==> config.mk <==
export PLATFORM = sky130hd
export DESIGN_NAME = fetch_priv_seq
export DESIGN_NICKNAME = d
export VERILOG_FILES = /design/src/rtl/fetch_priv_seq.sv
export SDC_FILE = /design/constraint.sdc
export NUM_CORES = 1
export LEC_CHECK = 0
export CORE_MARGIN = 10
export CORE_UTILIZATION = 53
export CTS_BUF_LIST = sky130_fd_sc_hd__clkbuf_8 sky130_fd_sc_hd__clkbuf_16
export DETAILED_ROUTE_END_ITERATION = 8
export HOLD_SLACK_MARGIN = 0.12
export PLACE_DENSITY = 0.85
export SLEW_MARGIN = 20
export SYNTH_ARGS = -nofsm -noshare
export SYNTH_HDL_FRONTEND = slang
export SYNTH_SLANG_ARGS = --single-unit
==> constraint.sdc <==
create_clock -name clk -period 5.65 [get_ports clk]
set_clock_uncertainty 0.2 [all_clocks]
set_input_delay 0.8475 -clock clk [delete_from_list [all_inputs] [get_ports clk]]
set_output_delay 0.8475 -clock clk [all_outputs]
set_load 0.01 [all_outputs]
==> src/rtl/fetch_priv_seq.sv <==
// Fetch-side sequencer for privileged/serialising instructions (ibar, csr, tlb).
// Optional watchdog enabled by defining PRIV_SEQ_TIMEOUT_EN.
module fetch_priv_seq #(
  parameter int unsigned TIMEOUT_W = 10
) (
  input  logic        clk,
  input  logic        rstn,
  input  logic        flush,
  input  logic        fetch_valid,
  input  logic [31:0] fetch_pc,
  input  logic [1:0]  ibar_flag,
  input  logic [1:0]  csr_flag,
  input  logic [1:0]  tlb_flag,
  input  logic        ibar_ex,
  input  logic        csr_ex,
  input  logic        tlb_ex,
  input  logic        icache_idle,
  input  logic        dcache_idle,
  input  logic        csr_done,
  input  logic        tlb_done,
  output logic        fetch_hold,
  output logic        flush_fetch,
  output logic        set_pc,
  output logic [31:0] pc_out,
  output logic        busy,
  output logic        timeout_err
);

  typedef enum logic [2:0] {
    IDLE, WAIT_EX_IBAR, WAIT_EX_CSR, WAIT_EX_TLB,
    WAIT_CACHE, WAIT_CSR, WAIT_TLB, REDIRECT
  } state_e;

  state_e      state_q, state_d;
  logic [31:0] target_q, target_d;
  logic [31:0] pc_q, pc_d;
  logic        in_wait;
  logic        slot0_hit;
  logic        sel_ibar, sel_csr, sel_tlb;
  logic        caches_idle;

  assign in_wait     = (state_q != IDLE) && (state_q != REDIRECT);
  assign caches_idle = icache_idle && dcache_idle;
  assign slot0_hit   = ibar_flag[0] | csr_flag[0] | tlb_flag[0];
  assign sel_ibar    = slot0_hit ? ibar_flag[0] : ibar_flag[1];
  assign sel_csr     = slot0_hit ? csr_flag[0]  : csr_flag[1];
  assign sel_tlb     = slot0_hit ? tlb_flag[0]  : tlb_flag[1];

`ifdef PRIV_SEQ_TIMEOUT_EN
  logic [TIMEOUT_W-1:0] cnt_q, cnt_d, cnt_inc;
  logic                 tmo_q, tmo_d;
  logic                 tmo_hit;

  assign cnt_inc = cnt_q + 1'b1;
  assign tmo_hit = in_wait && (cnt_inc == '1);
`endif

  always_ff @(posedge clk or negedge rstn) begin
    if (!rstn) begin
      state_q  <= IDLE;
      target_q <= '0;
      pc_q     <= '0;
`ifdef PRIV_SEQ_TIMEOUT_EN
      cnt_q    <= '0;
      tmo_q    <= 1'b0;
`endif
    end else begin
      state_q  <= state_d;
      target_q <= target_d;
      pc_q     <= pc_d;
`ifdef PRIV_SEQ_TIMEOUT_EN
      cnt_q    <= cnt_d;
      tmo_q    <= tmo_d;
`endif
    end
  end

  always_comb begin
    state_d  = state_q;
    target_d = target_q;
`ifdef PRIV_SEQ_TIMEOUT_EN
    tmo_d    = 1'b0;
`endif
    unique case (state_q)
      IDLE: begin
        if (fetch_valid && (|{ibar_flag, csr_flag, tlb_flag})) begin
          target_d = fetch_pc + (slot0_hit ? 32'd4 : 32'd8);
          if (sel_ibar)      state_d = WAIT_EX_IBAR;
          else if (sel_csr)  state_d = WAIT_EX_CSR;
          else if (sel_tlb)  state_d = WAIT_EX_TLB;
        end
      end
      WAIT_EX_IBAR: if (ibar_ex) state_d = caches_idle ? REDIRECT : WAIT_CACHE;
      WAIT_EX_CSR:  if (csr_ex)  state_d = csr_done ? REDIRECT : WAIT_CSR;
      WAIT_EX_TLB:  if (tlb_ex)  state_d = tlb_done ? REDIRECT : WAIT_TLB;
      WAIT_CACHE:   if (caches_idle) state_d = REDIRECT;
      WAIT_CSR:     if (csr_done)    state_d = REDIRECT;
      WAIT_TLB:     if (tlb_done)    state_d = REDIRECT;
      REDIRECT:     state_d = IDLE;
      default:      state_d = IDLE;
    endcase
`ifdef PRIV_SEQ_TIMEOUT_EN
    // A genuine completion on the expiry cycle is not reported as a timeout.
    if (tmo_hit && (state_d != REDIRECT)) begin
      state_d = REDIRECT;
      tmo_d   = 1'b1;
    end
`endif
    if (flush) begin
      state_d  = IDLE;
      target_d = '0;
`ifdef PRIV_SEQ_TIMEOUT_EN
      tmo_d    = 1'b0;
`endif
    end
  end

  // pc_out only moves when a redirect is issued, so it holds between redirects.
  always_comb begin
    pc_d = pc_q;
    if ((state_d == REDIRECT) && (state_q != REDIRECT)) pc_d = target_q;
  end

`ifdef PRIV_SEQ_TIMEOUT_EN
  always_comb begin
    cnt_d = cnt_q;
    if (state_d == IDLE) cnt_d = '0;
    else if (in_wait)    cnt_d = cnt_inc;
  end
`endif

  always_comb begin
    fetch_hold  = (state_q != IDLE);
    busy        = (state_q != IDLE);
    flush_fetch = (state_q == WAIT_EX_IBAR) || (state_q == WAIT_EX_CSR) ||
                  (state_q == WAIT_EX_TLB);
    set_pc      = (state_q == REDIRECT);
    pc_out      = pc_q;
`ifdef PRIV_SEQ_TIMEOUT_EN
    timeout_err = (state_q == REDIRECT) && tmo_q;
`else
    timeout_err = 1'b0;
`endif
  end

endmodule

==> reports/metrics.csv <==
metric,value,unit
clock sinks,67,
Post-Route Setup TNS,0,ns
grt ovf,0,
Ant. Diodes,0,
chip width,101,microns
maximum vdd ir drop,201,uV
I/O Buffers,84,
number of global-route vias before repair,2899,
initial core utilization,54.4,%
final setup vio count,0,
Synth Register Bits,67,
DRT Pass-1 Iters,4,
status,"complete, no violations",
"Clk pin slew, worst setup/hold paths",0.06,ns
gp weighted congestion,0.830,
average wire per standard cell,17.8,microns
register area share after synthesis,48.5,%
CP Capture Type,register,
worst r2r path cells,5,
row cnt,29,
WS Path Type,in2reg,
Detail Route Antenna Nets,0,
Worst EP required,5.70,ns
Num CTS Buffers,9,
post-cts sizing count,0,
final worst path period need,3.36,ns
initial antenna violation count,0,
Max-Cap Viols,0,
Max Slew Vio Count,0,
CTS tree,yes,
Nets,460,
number of fillers in the final layout,448,
post-CTS setup buffers,0,
Setup crit start kind,input port,
worst skew pair latency,0.34,ns
I/O pin total,86,
hold crit path type,reg2reg,
period utilization,59.5,%
PD cells,313,nW/um^2
worst hold path depth,2,
clk buf depth,2,
fin cells,489,
GRT Overall Usage,17.7,%
number of synthesized flops with an enable pin,0,
WP data arrival,3.41,ns
post-placement cell count,475,
Mapped Cells,329,
Die Y,101,microns
Hold Buf Count CTS,0,
Area growth syn-to-layout,31.2,%
worst relative slew slack,45.3,%
Synth Area per Inst,10.5,sq um
DR DRC count,0,
Synth cell types,52,
largest net degree at the start of global routing,68,
CP Max Fanout,28,
"Hold Violations, Final",0,
die footprint,10200,sq um
Synth Cell Area,3460,sq um
DP HPWL,6.56,mm
top_reg_cell synth,dfrtp_1,
initial DRC count,134,
vias post-DR,2862,
final wirelength,8.72,mm
leak pwr,0.00196,uW
first-pass GRT wire length,14.5,mm
"Core Util, Final",71.4,%
synth warn,0,
slew at the pin with the worst max-slew slack,0.821,ns
Max Freq,298,MHz
Vias/cell,5.85,
asr flop ratio synth,100,%
CTS H-Tree Depth,3,
Post-Syn Nets,380,
ratio of cells with drive above 1 in the final layout,6.31,%
Core ar.,6350,sq um
unrepaired setup endpoints after global routing,false,
CTS root buf,clkbuf_8,
==> registers in the layout (all words and copies together), names as in the netlist <==
| name | cells |
|---|---|
| state_q | 3 |
| target_q | 32 |
| pc_out | 32 |
==> cells in the final DEF (no fill, tap or decap), types with 6 or more instances in the layout <==
cell              n
clkbuf_8         11
o21ai_0          22
nor2_1           13
xor2_1           13
nand3_1          12
nor4_1            9
nand2_1          35
nand4_1          11
dfrtp_1          67
inv_1             8
nor3_1            6
clkdlybuf4s50_1  83
mux2_1           30
a21oi_1           6
==> power breakdown <==
part / internal [uW] / leakage (uW) / switching [uW]
clock: 266 / 0.000113 / 167
combinational: 198 / 0.000936 / 170
sequential: 561 / 0.000914 / 55.8
==> path summary, 6_finish.rpt <==
path | startpoint | end | slack [ns]
setup reg to reg | state_q[1] | target_q[23] | 2.70
min in group asynchronous | rstn | pc_out[15] | 0.49
hold / removal | target_q[20] | target_q[20] | 0.28
max in group asynchronous | rstn | pc_out[1] | 4.23
hold reg to reg | target_q[20] | target_q[20] | 0.28
setup / recovery | fetch_valid | target_q[23] | 2.29
==> logic make-up (layout without fill, tap and decap cells) <==
logic type	Yosys count	in the layout	synth area share, %
simple gates	123	123	19.7
xor+xnor	18	18	4.56
fa+ha+maj	3	3	1.01
compound gates	56	56	11.1
other cells	1	1	0.108
flops	67	67	48.5
buf+inv	26	109	3.69
mux	35	35	11.3
==> routing by layer <==
metal	global-route usage, %	part of all wire (%)	up-vias
met1	21.8	42	1404
met2	28.9	50	80
met3	4.94	6.8	12
li1	-	-	1366
met4	6.63	1.4	0
met5	0	0	-
==> layout make-up <==
cell class,instances,area (sq um),area share (%)
clock inverter,3,63.8,1.41
timing repair buffer,88,866,19.1
clock buffer,11,151,3.34
tap,77,96.3,2.12
sequential,67,1680,37.0
multi-input combinational,236,1660,36.5
inverter,7,26.3,0.579
==> critical path, stage by stage <==
cell             delay [ns]
clkdlybuf4s50_1        0.49
or4b_4                 0.49
a21oi_4                0.26
nand2_1                0.53
or4_1                  0.67
o211ai_1               0.10
==> metrics by stage <==
stage | power, uW | hold slack, ns | area (sq um) | worst slack (ns)
2_1_floorplan | 795 | 0.244 | 3460 | 2.68
3_3_place_gp | 984 | 0.261 | 4320 | 2.01
3_5_place_dp | 995 | 0.268 | 4320 | 1.95
4_1_cts | 1430 | 0.282 | 4540 | 2.30
5_1_grt | 1500 | 0.289 | 4540 | 2.13
6_report | 1420 | 0.279 | 4540 | 2.29
==> cell usage after synthesis, drive strengths merged, types with 2 or more instances <==
library cell  number  area share [%]
dfrtp             67              48
and2               2            0.36
nor2              14             1.5
o311a              3            0.87
nor4b              3             1.2
o21ai             22             3.2
ha                 2            0.72
buf                5             1.4
a221o              3            0.87
mux2i              3            0.87
xnor2              5             1.3
nand3b             2            0.43
a211oi             2            0.43
or4                4            0.87
mux2              32              10
and4               5             1.3
nor4               9             1.6
nor3b              2            0.43
nand2b             3            0.54
clkbuf            14             1.5
nor2b              5            0.90
nand2             35             3.8
a21oi              7             1.3
xor2              13             3.3
nand3             12             1.7
or3                3            0.54
and3               4            0.72
inv                7            0.76
o211ai             5             1.1
nand4             11             2.0
nor3               7             1.2
a22o               4             1.0
Note: power is estimated with default switching activity, not from simulation.
